$ cat config.mk
export PLATFORM = sky130hd
export DESIGN_NAME = alu_share_arbiter
export DESIGN_NICKNAME = d
export VERILOG_FILES = /design/src/rtl/alu_share_arbiter.sv
export SDC_FILE = /design/constraint.sdc
export NUM_CORES = 1
export LEC_CHECK = 0
export ABC_CLOCK_PERIOD_IN_PS = 3300
export BUFFER_PORTS_ARGS = -buffer_cell sky130_fd_sc_hd__buf_4
export CORE_UTILIZATION = 29
export CTS_CLUSTER_DIAMETER = 60
export CTS_CLUSTER_SIZE = 24
export DETAILED_ROUTE_END_ITERATION = 8
export PLACE_DENSITY = 0.7
export SLEW_MARGIN = 15
export SYNTH_ARGS = -nofsm -noshare
export SYNTH_HDL_FRONTEND = slang
export SYNTH_SLANG_ARGS = --single-unit
$ cat constraint.sdc
create_clock -name clock -period 3.3 [get_ports clock]
set_input_delay 0.66 -clock clock [delete_from_list [all_inputs] [get_ports clock]]
set_output_delay 0.66 -clock clock [all_outputs]
set_load 0.05 [all_outputs]
$ cat src/rtl/alu_share_arbiter.sv
// Shares one combinational ALU between the datapath (port 0) and the address/PC
// unit (port 1), holding each registered result until its owner consumes it.
module alu_share_arbiter #(
    parameter int W         = 8,
    parameter int FIXED_PRI = 0
) (
    input  logic           clock,
    input  logic           reset,
    input  logic [1:0]     req_valid,
    output logic [1:0]     req_ready,
    input  logic [5:0]     req_op,
    input  logic [2*W-1:0] req_a,
    input  logic [2*W-1:0] req_b,
    output logic [1:0]     rsp_valid,
    input  logic [1:0]     rsp_ready,
    output logic [W-1:0]   rsp_data,
    output logic           rsp_n,
    output logic           rsp_z,
    output logic           rsp_err,
    output logic [W-1:0]   alu_in1,
    output logic [W-1:0]   alu_in2,
    output logic [2:0]     alu_op,
    input  logic [W-1:0]   alu_out,
    input  logic           alu_n,
    input  logic           alu_z
);

    typedef enum logic {
        IDLE = 1'b0,
        HOLD = 1'b1
    } state_t;

    state_t     state;
    logic       last_grant;
    logic       consume;
    logic       slot_free;
    logic [1:0] grant;
    logic       sel;
    logic       op_err;

    // The owner bit of rsp_valid masks rsp_ready, so the non-owner's ready is ignored.
    assign consume   = (state == HOLD) && ((rsp_valid & rsp_ready) != 2'b00);
    assign slot_free = !reset && ((state == IDLE) || consume);

    // When both ports ask, round-robin hands the slot to the port that did not win last.
    always_comb begin
        grant = 2'b00;
        if (slot_free) begin
            if (req_valid == 2'b11) begin
                grant = ((FIXED_PRI != 0) || last_grant) ? 2'b01 : 2'b10;
            end else begin
                grant = req_valid;
            end
        end
    end

    assign req_ready = grant;
    assign sel       = grant[1];

    // Port 0 fields are driven whenever nothing is granted; the ALU output is then unused.
    assign alu_in1 = sel ? req_a[2*W-1:W] : req_a[W-1:0];
    assign alu_in2 = sel ? req_b[2*W-1:W] : req_b[W-1:0];
    assign alu_op  = sel ? req_op[5:3]    : req_op[2:0];
    assign op_err  = (alu_op > 3'd5);

    always_ff @(posedge clock) begin
        if (reset) begin
            state      <= IDLE;
            rsp_valid  <= 2'b00;
            rsp_data   <= '0;
            rsp_n      <= 1'b0;
            rsp_z      <= 1'b0;
            rsp_err    <= 1'b0;
            last_grant <= 1'b1;
        end else if (grant != 2'b00) begin
            state      <= HOLD;
            rsp_valid  <= grant;
            last_grant <= sel;
            rsp_err    <= op_err;
            if (op_err) begin
                rsp_data <= '0;
                rsp_n    <= 1'b0;
                rsp_z    <= 1'b1;
            end else begin
                rsp_data <= alu_out;
                rsp_n    <= alu_n;
                rsp_z    <= alu_z;
            end
        end else if (consume) begin
            state     <= IDLE;
            rsp_valid <= 2'b00;
        end
    end

endmodule
# Word-level counts from Yosys, hierarchy flattened
# Cells that the tools add are included.
# op_classes
reduce_logical	7
bitwise	2
n_lt_le_gt_ge	1
n_mux	13
n_eq_ne	1
# op_table
operator	n
8-bit 2-to-1 mux	3
2-bit 2-to-1 mux	5
2-bit nonzero test	3
1-bit 2-to-1 mux	4
3-bit > comparator, second input constant	1
3-bit 2-to-1 mux	1
2-bit AND	1
2-bit equality test, second input constant	1
1-bit logical AND	2
1-bit zero test	1
1-bit logical OR	1
1-bit NOT	1
# totals
output_inout_bits	34
input_bits	54
elab_cells	31
register_bits	15

# Depth between registers and ports, before layout
# Gate-level depths: netlist (run 1).
# logic_depth
depth_word	9
mapped_depth	4
mapped_depth_nobuf	3

# Least setup slack after synthesis (run 1)
# No wires, ideal clock.
# synth_path
path_type	register to output
start	register rsp_valid[0]
end	output alu_in2[2]
n_path_buf	1
setup_slack_ns	0.640
t_required_ns	2.640
arrival_ns	2.000
path_stages_with_launch	5
cell_sequence	dfxtp_1 a22oi_1 a211oi_4 buf_6 mux2_1
# synth_between
elab_chain_len	7
# synth_lines
item	line	source
from (decl)	14	output logic [1:0] rsp_valid,
from (signal assigned)	77	rsp_valid <= grant;
2-bit AND	42	assign consume = (state == HOLD) && ((rsp_valid & rsp_ready) != 2'b00);
2-bit nonzero test	42	
1-bit logical AND	42	
1-bit logical OR	43	assign slot_free = !reset && ((state == IDLE) || consume);
1-bit logical AND	43	
2-bit 2-to-1 mux	48	if (slot_free) begin
net req_ready[1]	10	output logic [1:0] req_ready,
8-bit 2-to-1 mux	62	assign alu_in2 = sel ? req_b[2*W-1:W] : req_b[W-1:0];
to (decl)	21	output logic [W-1:0] alu_in2,
# The timed path passes the listed nets, and every way through them passes these cells.

# Worst setup path in the final report (run 1)
# layout_path
start	input req_valid[0]
end	output alu_op[2]
# layout_between
elab_chain_len	4
# layout_lines
item	line	source
from (decl)	9	input logic [1:0] req_valid,
2-bit equality test	49	if (req_valid == 2'b11) begin
2-bit 2-to-1 mux	49	
2-bit 2-to-1 mux	48	
3-bit 2-to-1 mux	63	assign alu_op = sel ? req_op[5:3] : req_op[2:0];
to (decl)	22	output logic [2:0] alu_op,
# No other way between the ends.

==> results of run 1 <==
[metrics by stage]
| step | utilization (%) | power [mW] |
|---|---|---|
| 2_1_floorplan | - | 0.402 |
| 3_3_place_gp | 53.0 | 0.506 |
| 3_5_place_dp | 53.0 | 0.511 |
| 4_1_cts | 53.9 | 0.613 |
| 5_1_grt | 53.9 | 0.636 |
| 6_report | 53.9 | 0.608 |
[placed cells by master (no fill, tap or decap)]
cell type  instances
a2111oi_1          1
a211oi_4           1
a21bo_4            1
a21boi_0           1
a22o_1            10
a22oi_1            1
a31o_1             1
a31o_2             1
a31oi_1            1
buf_4             89
clkbuf_4           3
clkinv_2           1
dfxtp_1           15
inv_1              4
mux2_1             8
mux2_2             1
mux2_4            11
nand2_1            3
nand2b_1           1
nor2_1             2
nor3_1             1
o2111a_1          10
o21a_1             1
o221ai_1           1
o22ai_1            1
o311ai_0           1
or2_2              1
or2b_1             1
or3_1              1
[area by class of cell]
class	count	area share, %
Clock buffer	3	1.33
Tap cell	44	3.24
Multi-Input combinational cell	62	37.3
Clock inverter	1	0.295
Sequential cell	15	17.7
Timing Repair Buffer	89	39.3
Inverter	4	0.884
[critical path: cells and delay by family]
kind	cells	cell delay, ns
buffers and inverters	3	0.60
AO/OA/AOI/OAI	2	0.45
multiplexers	1	0.36
[Yosys cell counts (all sizes together), types with 2 or more instances]
master  instances  area, sq um
o2111a         10          113
a31o            2         17.5
buf             5         37.5
mux2           20          267
dfxtp          15          300
a22o           10         87.6
inv             4         15.0
clkbuf          3         11.3
nor2            2         7.51
nand2           3         11.3
[cell families after synthesis]
kind of cell / count (synthesis) / synth area share, %
flops: 15 / 30.1
buf+inv: 12 / 6.40
mux: 20 / 26.7
compound gates: 32 / 31.7
simple gates: 10 / 5.02
[layer usage]
metal	up-vias	GRT usage, %	part of all wire, %
li1	522	-	-
met1	483	19.3	43
met2	53	30.1	48
met3	2	2.77	8.7
met4	0	4.55	0.44
met5	-	0	0
[flip-flops by register name, indices dropped and copies added (netlist names)]
register / count
last_grant: 1
rsp_data: 8
rsp_err: 1
rsp_n: 1
rsp_valid: 2
rsp_z: 1
state: 1
[power breakdown]
group / internal (mW) / switching, mW / total (mW)
Combinational: 0.122 / 0.177 / 0.299
Clock: 0.0449 / 0.0572 / 0.102
Sequential: 0.196 / 0.0109 / 0.207
Total: 0.363 / 0.245 / 0.608
[final timing paths]
check | start | to
worst min register to register | rsp_n | rsp_n
worst max register to register | rsp_valid[0] | rsp_data[4]
worst min-delay path | rsp_n | rsp_n
worst max-delay path | req_valid[0] | alu_op[2]
==> run_results.csv, run 1 <==
group,metric,value,unit
status,status,"complete, no violations",
final_layout,diodes,0,
run,cap_violations,0,
routing,drtIter0Drc,15,
routing,drc_errors,0,
timing,post-route-min-period,2.74,ns
floorplan,dieArea,3680,sq um
routing,wire_per_inst,14.5,um
global_routing,overflow,0,
worst_setup_path,cp.arrival,2.08,ns
cts,postCtsSetupBuffers,0,
pwr,pwr_density_cell,358,nW/um^2
synth,synth_area,997,sq um
routing,dr.pass1.iters,4,
worst_hold_path,hold_class,"reg2reg",
floorplan,fp.dieH,60.6,um
worst_setup_path,cp_common_cell,"buf_4",
synth,synth_nets,143,
synth,seq_area_frac_synth,30.1,%
global_routing,first_global_vias,992,
placement,post-place-ws,0.574,ns
routing,final_antenna_net_count,0,
routing,num_vias,1060,
timing,slew_headroom,39.2,%
timing,grt_setup_unrepaired,"false",
cts,cts_hold_buffers,0,
final_layout,fill_cells,319,
timing,clock.fmax,366,MHz
synth,ys_ff_latch,15,
synth,netlist_instances,89,
final_layout,regArea,300,sq um
pwr,ir_worst_vdd,204,uV
worst_setup_path,required,2.64,ns
final_layout,nets,229,
synth,synth_warnings,0,
cts,cts_made_buffers,3,
floorplan,start_util,31.6,%
worst_setup_path,regToRegSetupSlack,1.47,ns
placement,gp_congestion,0.718,
worst_setup_path,critPathKind,"in2out",
routing,finalWirelength,3160,um
timing,hold_slack,0.485,ns
final_layout,multiInputGateArea,633,sq um
timing,finalHoldViolations,0,
synth,synth_flop_cell,"dfxtp_1",
final_layout,final_layout_size_suffix_gt1_share,62.6,%
cts,cts_buffer_depth,2,
timing,worst_pin_slew,0.913,ns
worst_setup_path,path_cells,"buf_4, a21bo_4, a211oi_4, buf_4, mux2_1, buf_4",
worst_setup_path,slowest_delay,0.36,ns
pwr,p_leak,0.836,nW
worst_hold_path,hold_depth,1,
cts,cts_resized,0,
timing,fin_crit_sh,82.9,%
worst_setup_path,critPathSlowestCell,"mux2_1",
synth,synth_cell_type_count,29,
cts,cts.sinks,15,
placement,port_buffers,87,
cts,cts_tree,"done",
timing,report.final.slew_viol_count,0,
placement,dpl.hpwl,2530,um
global_routing,antenna_found_initial,0,
cts,insertion_delay,0.28,ns
timing,finalClockSkew,0.00241,ns
cts,clkTransAtPathRegs,0.09,ns
synth,async_reset_ff_share,0,%
final_layout,layout.cells.non_filler,218,
synth,synth_edf_count,0,
floorplan,die_w,60.6,um
final_layout,area_growth,70.4,%
worst_setup_path,critPathMaxFanout,13,
floorplan,core,3150,sq um
global_routing,track_usage,16.3,%
routing,vias_per_cell,4.86,
global_routing,grt_pass1_wl,4520,um
timing,fin_ws,0.565,ns
timing,fin_setup_tns,0,ns
final_layout,design_area,1700,sq um
worst_setup_path,reg2reg_depth,3,
global_routing,grt_start_max_net_pins,16,
floorplan,rows,20,
floorplan,pin_count,88,
placement,placed_area,1670,sq um
timing,setup_viol_count_final,0,
worst_setup_path,cp-start-kind,"input pin",
cts,htree_levels,1,
cts,cts_root_buf,"clkbuf_4",
placement,placed_cells,214,
worst_setup_path,end_kind,"output port",
synth,syn_area_per_cell,11.2,sq um
Power figures use the tool's default switching activity.
==> run 2: changes to the inputs <==
Settings changed: ABC_CLOCK_PERIOD_IN_PS 3300 to 2600.
Clock period 3.3 ns to 2.6 ns, I/O delays scaled along.
==> run 2 against run 1 <==
Effect of this change:
- sequential power grew 27%
- design area grew 1.2%
- sequential share of layout area shrank 0.21 points
- largest cell class unchanged
==> run_results.csv, run 2 (synthesis gave the netlist of run 1 again) <==
group,metric,value,unit
status,status,"complete, no violations",
final_layout,area_growth,72.4,%
global_routing,first_global_vias,1027,
floorplan,die_w,60.6,um
timing,clock.fmax,414,MHz
cts,cts.sinks,15,
global_routing,antenna_found_initial,0,
final_layout,layout.cells.non_filler,219,
pwr,p_leak,0.844,nW
final_layout,final_cell_mix,"buf_4 (89), dfxtp_1 (15), mux2_4 (11)",
routing,wire_per_inst,14.1,um
global_routing,track_usage,16.5,%
cts,cts_hold_buffers,0,
final_layout,nets,230,
timing,grt_setup_unrepaired,"false",
cts,cts_tree,"done",
floorplan,start_util,31.6,%
pwr,ir_worst_vdd,195,uV
timing,finalClockSkew,0.0155,ns
floorplan,pin_count,88,
routing,num_vias,1096,
floorplan,dieArea,3680,sq um
final_layout,regMostFlops,"rsp_data",
routing,drc_errors,0,
routing,finalWirelength,3080,um
final_layout,top_regs,"rsp_data x8, rsp_valid x2",
timing,fin_ws,0.184,ns
floorplan,fp.dieH,60.6,um
routing,drtIter0Drc,21,
timing,finalHoldViolations,0,
worst_setup_path,critPathKind,"in2out",
final_layout,final_common_cell,"buf_4",
timing,report.final.slew_viol_count,0,
timing,worst_pin_slew,0.976,ns
timing,slew_headroom,34.9,%
cts,postCtsSetupBuffers,0,
global_routing,overflow,0,
run,cap_violations,0,
cts,htree_levels,1,
placement,post-place-ws,0.187,ns
cts,cts_root_buf,"clkbuf_4",
worst_setup_path,cp.arrival,1.90,ns
floorplan,rows,20,
timing,fin_crit_sh,92.9,%
final_layout,fill_cells,295,
routing,final_antenna_net_count,0,
floorplan,core,3150,sq um
final_layout,largest_reg_flops,8,
worst_hold_path,hold_class,"in2reg",
routing,dr.pass1.iters,4,
pwr,pwr_density_cell,452,nW/um^2
cts,cts_made_buffers,3,
placement,dpl.hpwl,2420,um
worst_setup_path,cp-start-kind,"input pin",
global_routing,grt_pass1_wl,4590,um
worst_setup_path,end_kind,"output port",
cts,cts_resized,0,
worst_setup_path,critPathMaxFanout,8,
placement,port_buffers,87,
cts,cts_buffer_depth,2,
worst_setup_path,required,2.08,ns
global_routing,grt_start_max_net_pins,16,
timing,setup_viol_count_final,0,
routing,vias_per_cell,5.00,
cts,insertion_delay,0.28,ns
final_layout,final_layout_size_suffix_gt1_share,62.9,%
placement,placed_cells,215,
timing,fin_setup_tns,0,ns
cts,clkTransAtPathRegs,0.10,ns
placement,gp_congestion,0.851,
timing,post-route-min-period,2.42,ns
final_layout,diodes,0,
## run 2: cell types whose count changed in the layout (fill, tap and decap cells not counted), sizes merged
cell | previous run | this run
buf | 89 | 90
## run 2: worst max-delay path, stage by stage
cell and delay, ns:
buf_4 0.12, a21bo_4 0.23, a211oi_4 0.26, buf_4 0.22, mux2_1 0.35, buf_4 0.20
## run 2: final cells by class
type / instances / area, sq um / share of cell area, %
clock buffers: 3 / 22.5 / 1.31
well taps: 44 / 55.1 / 3.20
inverters: 4 / 15.0 / 0.873
flip-flops and latches: 15 / 300 / 17.5
repair buffers: 90 / 688 / 40.0
clock inverters: 1 / 5.00 / 0.291
multi-input cells: 62 / 633 / 36.8
## run 2: metrics by stage
stage	utilization [%]	hold WS, ns	area [sq um]	total power [mW]
CTS	54.5	0.434	1720	0.785
finish	54.5	0.444	1720	0.777
global placement	53.7	0.470	1690	0.646
floorplan	-	0.494	997	0.510
detailed placement	53.7	0.466	1690	0.651
global route	54.5	0.439	1720	0.811
## run 2: final timing paths
path	startpoint	endpoint	slack, ns	depth (start not counted)
setup / recovery	req_valid[0]	alu_in2[2]	0.18	6
hold / removal	reset	rsp_err	0.44	2
setup reg to reg	rsp_valid[0]	rsp_valid[1]	0.72	3
hold reg to reg	rsp_n	rsp_n	0.49	1
## run 2: power breakdown
| group | switching (mW) | internal, mW | leakage, nW |
|---|---|---|---|
| Combinational | 0.225 | 0.158 | 0.703 |
| Sequential | 0.0140 | 0.249 | 0.124 |
| Clock | 0.0746 | 0.0570 | 0.0177 |
## run 2: metal layers
metal  up-vias  track usage, %  wire length (um)
li1        525               -                 -
met1       512            18.3              1240
met2        55            30.6              1500
met3         4            4.05               307
met4         0            5.84                27
met5         -               0                 0
